**src/rtl/pipe_ctrl_pkg.sv**
```systemverilog
// Shared types and constants for the pipeline hazard/stall controller.
package pipe_ctrl_pkg;

    localparam int REG_IDX_W = 5;

    typedef enum logic {
        RUN      = 1'b0,
        MEM_WAIT = 1'b1
    } state_t;

endpackage

```
**src/rtl/pipeline_ctrl_hazard_detect.sv**
```systemverilog
// Combinational load-use hazard detection between the ID and ID/EX stages.
import pipe_ctrl_pkg::*;

module hazard_detect (
    input  logic [REG_IDX_W-1:0] rs1,
    input  logic [REG_IDX_W-1:0] rs2,
    input  logic [REG_IDX_W-1:0] rd,
    input  logic                 memread,
    output logic                 hazard
);

    // x0 is hardwired zero, so a load into it never creates a dependency.
    assign hazard = memread && (rd != '0) && ((rd == rs1) || (rd == rs2));

endmodule

```
**src/rtl/pipeline_ctrl.sv**
```systemverilog
// Pipeline stall/flush controller with data-memory wait FSM.
// Optional performance counters are built when PIPE_PERF_CNT_EN is defined.
import pipe_ctrl_pkg::*;

module pipeline_ctrl #(
    parameter int CNT_W = 32
) (
    input  logic                 clk,
    input  logic                 reset,
    input  logic [REG_IDX_W-1:0] id_rs1,
    input  logic [REG_IDX_W-1:0] id_rs2,
    input  logic [REG_IDX_W-1:0] id_ex_rd,
    input  logic                 id_ex_memread,
    input  logic                 ex_branch_taken,
    input  logic                 ex_mem_memreq,
    input  logic                 dmem_ack,
    output logic                 pc_en,
    output logic                 if_id_en,
    output logic                 id_ex_en,
    output logic                 ex_mem_en,
    output logic                 mem_wb_en,
    output logic                 if_id_flush,
    output logic                 id_ex_flush,
    output logic                 mem_wb_flush,
    output logic                 dmem_req
`ifdef PIPE_PERF_CNT_EN
    ,
    output logic [CNT_W-1:0]     stall_cycles,
    output logic [CNT_W-1:0]     flush_events
`endif
);

    state_t state;
    state_t state_next;
    logic   load_use;
    logic   branch_flush;

    hazard_detect u_hazard_detect (
        .rs1     (id_rs1),
        .rs2     (id_rs2),
        .rd      (id_ex_rd),
        .memread (id_ex_memread),
        .hazard  (load_use)
    );

    // Priority: memory stall, then branch squash, then load-use bubble.
    always_comb begin
        pc_en        = 1'b1;
        if_id_en     = 1'b1;
        id_ex_en     = 1'b1;
        ex_mem_en    = 1'b1;
        mem_wb_en    = 1'b1;
        if_id_flush  = 1'b0;
        id_ex_flush  = 1'b0;
        mem_wb_flush = 1'b0;
        dmem_req     = 1'b0;
        branch_flush = 1'b0;
        state_next   = state;

        if (reset) begin
            pc_en        = 1'b0;
            if_id_en     = 1'b0;
            id_ex_en     = 1'b0;
            ex_mem_en    = 1'b0;
            mem_wb_en    = 1'b0;
            if_id_flush  = 1'b1;
            id_ex_flush  = 1'b1;
            mem_wb_flush = 1'b1;
            state_next   = RUN;
        end else begin
            case (state)
                RUN: begin
                    if (ex_mem_memreq) begin
                        pc_en      = 1'b0;
                        if_id_en   = 1'b0;
                        id_ex_en   = 1'b0;
                        ex_mem_en  = 1'b0;
                        mem_wb_en  = 1'b0;
                        dmem_req   = 1'b1;
                        state_next = MEM_WAIT;
                    end else if (ex_branch_taken) begin
                        if_id_flush  = 1'b1;
                        id_ex_flush  = 1'b1;
                        branch_flush = 1'b1;
                    end else if (load_use) begin
                        pc_en       = 1'b0;
                        if_id_en    = 1'b0;
                        id_ex_flush = 1'b1;
                    end
                end
                MEM_WAIT: begin
                    dmem_req = 1'b1;
                    if (dmem_ack) begin
                        state_next = RUN;
                    end else begin
                        pc_en     = 1'b0;
                        if_id_en  = 1'b0;
                        id_ex_en  = 1'b0;
                        ex_mem_en = 1'b0;
                        mem_wb_en = 1'b0;
                    end
                end
                default: state_next = RUN;
            endcase
        end
    end

    always_ff @(posedge clk) begin
        state <= state_next;
    end

`ifdef PIPE_PERF_CNT_EN
    // Counters saturate rather than wrap so long runs never read as short ones.
    always_ff @(posedge clk) begin
        if (reset) begin
            stall_cycles <= '0;
            flush_events <= '0;
        end else begin
            if (!pc_en && (stall_cycles != '1)) begin
                stall_cycles <= stall_cycles + 1'b1;
            end
            if (branch_flush && (flush_events != '1)) begin
                flush_events <= flush_events + 1'b1;
            end
        end
    end
`endif

endmodule

```
**config.mk**
```make
export PLATFORM = sky130hd
export DESIGN_NAME = pipeline_ctrl
export DESIGN_NICKNAME = d
export VERILOG_FILES = /design/src/rtl/pipe_ctrl_pkg.sv /design/src/rtl/pipeline_ctrl_hazard_detect.sv /design/src/rtl/pipeline_ctrl.sv
export SDC_FILE = /design/constraint.sdc
export NUM_CORES = 1
export LEC_CHECK = 0
export ABC_AREA = 1
export ABC_CLOCK_PERIOD_IN_PS = 1000
export CAP_MARGIN = 20
export CORE_AREA = 2 2 39 41
export DETAILED_ROUTE_END_ITERATION = 10
export DIE_AREA = 0 0 41 43
export PLACE_DENSITY = 0.69
export REMOVE_ABC_BUFFERS = 1
export SETUP_SLACK_MARGIN = 0.3
export SYNTH_ARGS = -nofsm -noshare
export SYNTH_HDL_FRONTEND = slang
export SYNTH_SLANG_ARGS = --single-unit
```
**constraint.sdc**
```tcl
create_clock -name clk -period 1 [get_ports clk]
set_input_delay 0.1 -clock clk [delete_from_list [all_inputs] [get_ports clk]]
set_output_delay 0.1 -clock clk [all_outputs]
set_load 0.02 [all_outputs]
```
# Word level (Yosys, flattened, before mapping)
# Index checks and enable logic that the tools add are counted.
op_classes:
  n_addsub: 0
  div: 0
  magnitude_cmp: 0
  n_bitwise: 1
  n_reduce_logical: 4
  n_mul: 0
  shifts: 0
  muxes: 24
  eq_ne: 2
op_table:
  columns: ["operator", "count"]
  rows:
  - ["$mux W1", 20]
  - ["$eq A5 B5 Y1", 2]
  - ["$pmux W1 S2", 4]
  - ["$reduce_bool A5 Y1", 1]
  - ["$logic_and A1 B1 Y1", 2]
  - ["$logic_or A1 B1 Y1", 1]
  - ["$not A1 Y1", 1]
totals:
  elab_cells: 32
  ramBits: 0
  output_inout_bits: 9
  mem_bits_ro: 0
  reg_bits: 1
  in_bits: 21
  latchBits: 0
  memories: 0

# Depth between registers and ports, before layout
logic_depth:
  ltp_word: 8
  depth_mapped: 10

# Modules after synthesis
# Synthesis repeated with hierarchy kept, for this count alone.
unflattened:
  hier_cells: 66
  hier_area_um2: 322.8
modules_own_cells:
  columns: ["mod", "area_each_um2", "seq_area_each_um2", "instances", "cells_each"]
  rows:
  - ["hazard_detect", 195.2, 0.0, 1, 45]
  - ["pipeline_ctrl", 127.6, 20.0, 1, 21]

# Worst setup path before layout
# OpenSTA, ideal clock, no wires.
synth_path:
  kind: "register -> output"
  start: "reg state"
  end: "out pc_en"
  setup_slack_ns: -0.261
  stages_incl_launch_ff: 7
  n_path_buf: 1
  arrival_ns: 1.161
  cell_sequence: "dfxtp_1 -> nor2_1 -> a21oi_1 -> nor2_4 -> nand2_1 -> inv_1 -> buf_4"
synth_via:
  elab_chain_cells: 3
synth_lines:
  columns: ["element", "line", "source"]
  rows:
  - ["start: declaration", "pipeline_ctrl.sv:33", "state_t state;"]
  - ["start signal: assignment", "pipeline_ctrl.sv:109", "state <= state_next;"]
  - ["$not A1 Y1", null, null]
  - ["$pmux W1 S2 *", null, null]
  - ["$mux W1 *", null, null]
  - ["end: declaration", "pipeline_ctrl.sv:17", "output logic pc_en,"]
# Mark *: on every way between the ends. The rest lies on a longest branch, timed or not.

# Worst setup path after layout
layout_path:
  start: "in id_rs2[0]"
  end: "out if_id_en"
layout_via:
  elab_chain_cells: 8
layout_lines:
  columns: ["element", "line", "source"]
  rows:
  - ["start: declaration", "pipeline_ctrl.sv:11", "input logic [REG_IDX_W-1:0] id_rs2,"]
  - ["$eq A5 B5 Y1", "pipeline_ctrl_hazard_detect.sv:13", "assign hazard = memread && (rd != '0) && ((rd == rs1) || (rd == rs2));"]
  - ["$logic_or A1 B1 Y1", "pipeline_ctrl_hazard_detect.sv:13", null]
  - ["$logic_and A1 B1 Y1", "pipeline_ctrl_hazard_detect.sv:13", null]
  - ["$mux W1", "pipeline_ctrl.sv:85", "end else if (load_use) begin"]
  - ["$mux W1", "pipeline_ctrl.sv:81", "end else if (ex_branch_taken) begin"]
  - ["$mux W1", "pipeline_ctrl.sv:73", "if (ex_mem_memreq) begin"]
  - ["$pmux W1 S2", "pipeline_ctrl.sv:71", "case (state)"]
  - ["$mux W1", "pipeline_ctrl.sv:60", "if (reset) begin"]
  - ["end: declaration", "pipeline_ctrl.sv:18", "output logic if_id_en,"]
# No other way between the ends.

==> summary.md <==
| Metric | Value |
|---|---|
| Core ar. | approximately 1400 um2 |
| Number of global-route vias before repair | 372 |
| Post-Syn Area per Cell | between 4 and 5 um2 |
| Max reg flops | 1 |
| WP data required | roughly 900 ps |
| Clock transition at path regs | 0 ps |
| PwrDens | approximately 560 nW/um2 |
| Startpoint types | input port |
| Total track usage | ~10% |
| Post-DP HPWL | ~780 um |
| Sequential power share | about an eighth |
| Row cnt | 14 |
| Ant diodes | 0 |
| Fmax | a little under 1 GHz |
| Fraction of layout instances using a drive strength above 1 | 59.8% |
| Combinational fraction of design power | around 90% |
| Hold-critical path depth | 2 |
| Least-Margin Pin Slew | 190 ps |
| Pin count of the biggest net entering global routing | 6 |
| Outcome | finished, violations left |
| Worst min path class | in -> reg |
| Seq/Total Area, Yosys | 6.27% |
| Clock Latency Late Sink | 0 ps |
| ANT nets after route | 0 |
| Worst Setup SP | id_rs2[0] |
| Die span in x | ~41 um |
| Initial antenna violation count | 0 |
| Number of I/O pins | 30 |
| Static Leak | between 0.3 and 0.4 nW |
| Final nets | between 100 and 150 |
| First-pass GRT wire length | around 1400 um |
| Number of buffers added on ports | 29 |
| P&R area growth vs syn | 122% |
| Switch share | 42.1% |
| DIE HEIGHT | about 43 um |
| R2R Path End | state |
| Biggest regs | state: 1 flops |
| Number of synthesized flops with an enable pin | 0 |
| Top reg by flops | state |
| Primary FF master, synth | dfxtp_1 |
| Min cycle time layout | 1020 ps |
| FF-to-FF path depth | 3 |
| Number of synthesis warnings | 0 |
| Placed Cells | between 100 and 150 |
| Clock share of power | 0% |
| Area contributors post-synth | nand2_1 (28%), nor2_1 (13%), inv_1 (11%), buf_4 (9.4%), dfxtp_1 (6.3%) |
| # hold bufs at CTS | 0 |
| Max Cap Viol | 0 |
| Fin cells | approximately 110 |
| Hold Path End | state |
| Int Power | 0.000228 W |
| Final Worst Setup Slack | -21.8 ps |
| Asr flop ratio synth | 0% |
| Slew headroom | roughly 87% |
| Crit-path max FO | 2 |
| Final setup viols | 5 |
| Unrepaired setup endpoints after global routing | yes |
| CP endpoint kind | output pin |
| Final Core Density | between 50% and 60% |
| Post-Syn Area | approximately 320 um2 |
| Netlist cell types | 15 |
| Final wirelength | ~1100 um |
| VDD IR max | approximately 0.00027 V |
| R2r setup slk | about 200 ps |
| WP data arrival | between 900 and 1000 ps |
| Starting Density | roughly 23% |
| Drt pass-1 iters | 4 |
| Overflow after GRT | 0 |
| Area share of the leading cell type in the synthesized netlist | ~28% |
| Clock skew | 0 ps |
| Hold Fails Final Rpt | 0 |
| Most numerous cell in the Yosys netlist | nand2_1 |
| Drt initial violations | 3 |
| Vias per cell | roughly 4.1 |
| DRC viols | 0 |
| Fillers | ~140 |
| Area leader, netlist | nand2_1 |
| Final Max Tran Viols | 0 |
| Final GP Congestion | roughly 0.74 |
| Cells after Synth | 67 |
| Hold Crit Start | reset |
| Fin crit share | 102% |
| Post-synth top cells | nand2_1 (24), nor2_1 (11), inv_1 (9) |
| Seq cells post-synth | 1 |
| R2R Path Start | state |
| Net switching power figure | ~0.00017 W |
| Critical path type | in -> out |
| DR WL/cell | 9.29 um |
| Total vias in the final route | 468 |
| Failing checks | setup timing |
| Die ar. | 1760 um2 |
==> cell type report <==
cell class	instances	area [um2]	share of cell area, %
Timing Repair Buffer	34	333	47.0
Multi-Input combinational cell	47	274	38.7
Inverter	15	60.1	8.48
Sequential cell	1	21.3	3.00
Tap cell	16	20.0	2.83
==> power groups by stage <==
stage	sequential, W	clock [W]	combinational, W
detailed placement	0.0000460	0	0.000285
CTS	0.0000483	0	0.000284
floorplan	0.0000465	0	0.000116
global route	0.0000490	0	0.000371
finish	0.0000487	0	0.000345
global placement	0.0000453	0	0.000283
==> cells in the final DEF (no fill, tap or decap) <==
cell,synthesis,final
o21ai_2,1,1
clkdlybuf4s15_1,0,1
nor2_1,11,4
nor2_4,1,3
buf_6,0,18
clkinv_2,0,1
nand4_1,1,1
buf_4,4,3
nor2_2,0,5
buf_8,0,2
a21oi_4,0,1
inv_2,5,7
clkdlybuf4s15_2,0,1
buf_2,0,5
o21ai_1,0,1
nand2_1,24,17
dlygate4sd2_1,0,3
a211oi_2,0,1
nand3_1,4,4
xnor2_1,2,2
clkbuf_2,0,1
inv_1,9,6
inv_4,0,1
nand2_2,0,7
dfxtp_2,0,1
==> worst max-delay path, stage by stage <==
cell and delay [ps]:
buf_6 100, nor2_2 100, nor2_2 40, nor2_1 90, nand3_1 90, nand2_1 80, nand3_1 80, nand2_1 80
inv_2 40, buf_6 120
==> logic make-up (layout without fill, tap and decap cells) <==
| kind of cell | Yosys count | count (layout) | synth area share, % |
|---|---|---|---|
| AO/OA/AOI/OAI | 4 | 4 | 8.23 |
| AND/OR/NAND/NOR | 41 | 41 | 52.9 |
| buffers and inverters | 19 | 49 | 27.1 |
| XOR/XNOR | 2 | 2 | 5.49 |
| flip-flops | 1 | 1 | 6.27 |
==> per-stage QoR <==
step                worst slack [ps]  hold slack [ps]  power (W)  instance area (um2)  TNS (ps)
floorplan                       -358              178   0.000162                  289      -915
global placement                -909              524   0.000328                  614     -6150
detailed placement              -924              559   0.000331                  614     -6210
CTS                            -37.7              490   0.000333                  602     -90.9
global route                   -99.2              524   0.000420                  708      -349
finish                         -21.8              496   0.000394                  708     -83.4
==> how the worst max path moves through the flow <==
stage | slack, ps | end | depth (start not counted)
after floorplan | -360 | if_id_en | 5
after global placement | -910 | id_ex_flush | 10
after detailed placement | -920 | id_ex_flush | 10
after CTS | -40 | if_id_en | 10
after global routing | -100 | if_id_en | 11
final | -20 | if_id_en | 10
==> repair_timing <==
item,in CTS,in global routing
endpoints found under the hold margin,0,0
pin swaps,25,20
buffers inserted,0,3
setup endpoints to repair,10,10
gates resized for setup,133,29
==> per-layer routing <==
layer / vias up / track usage, % / routed length, um
met4: 0 / 0 / 0
met3: 0 / 0 / 37
met2: 9 / 20.0 / 604
li1: 257 / - / -
met5: - / 0 / 0
met1: 202 / 12.4 / 408
Note: power is estimated with default switching activity, not from simulation.
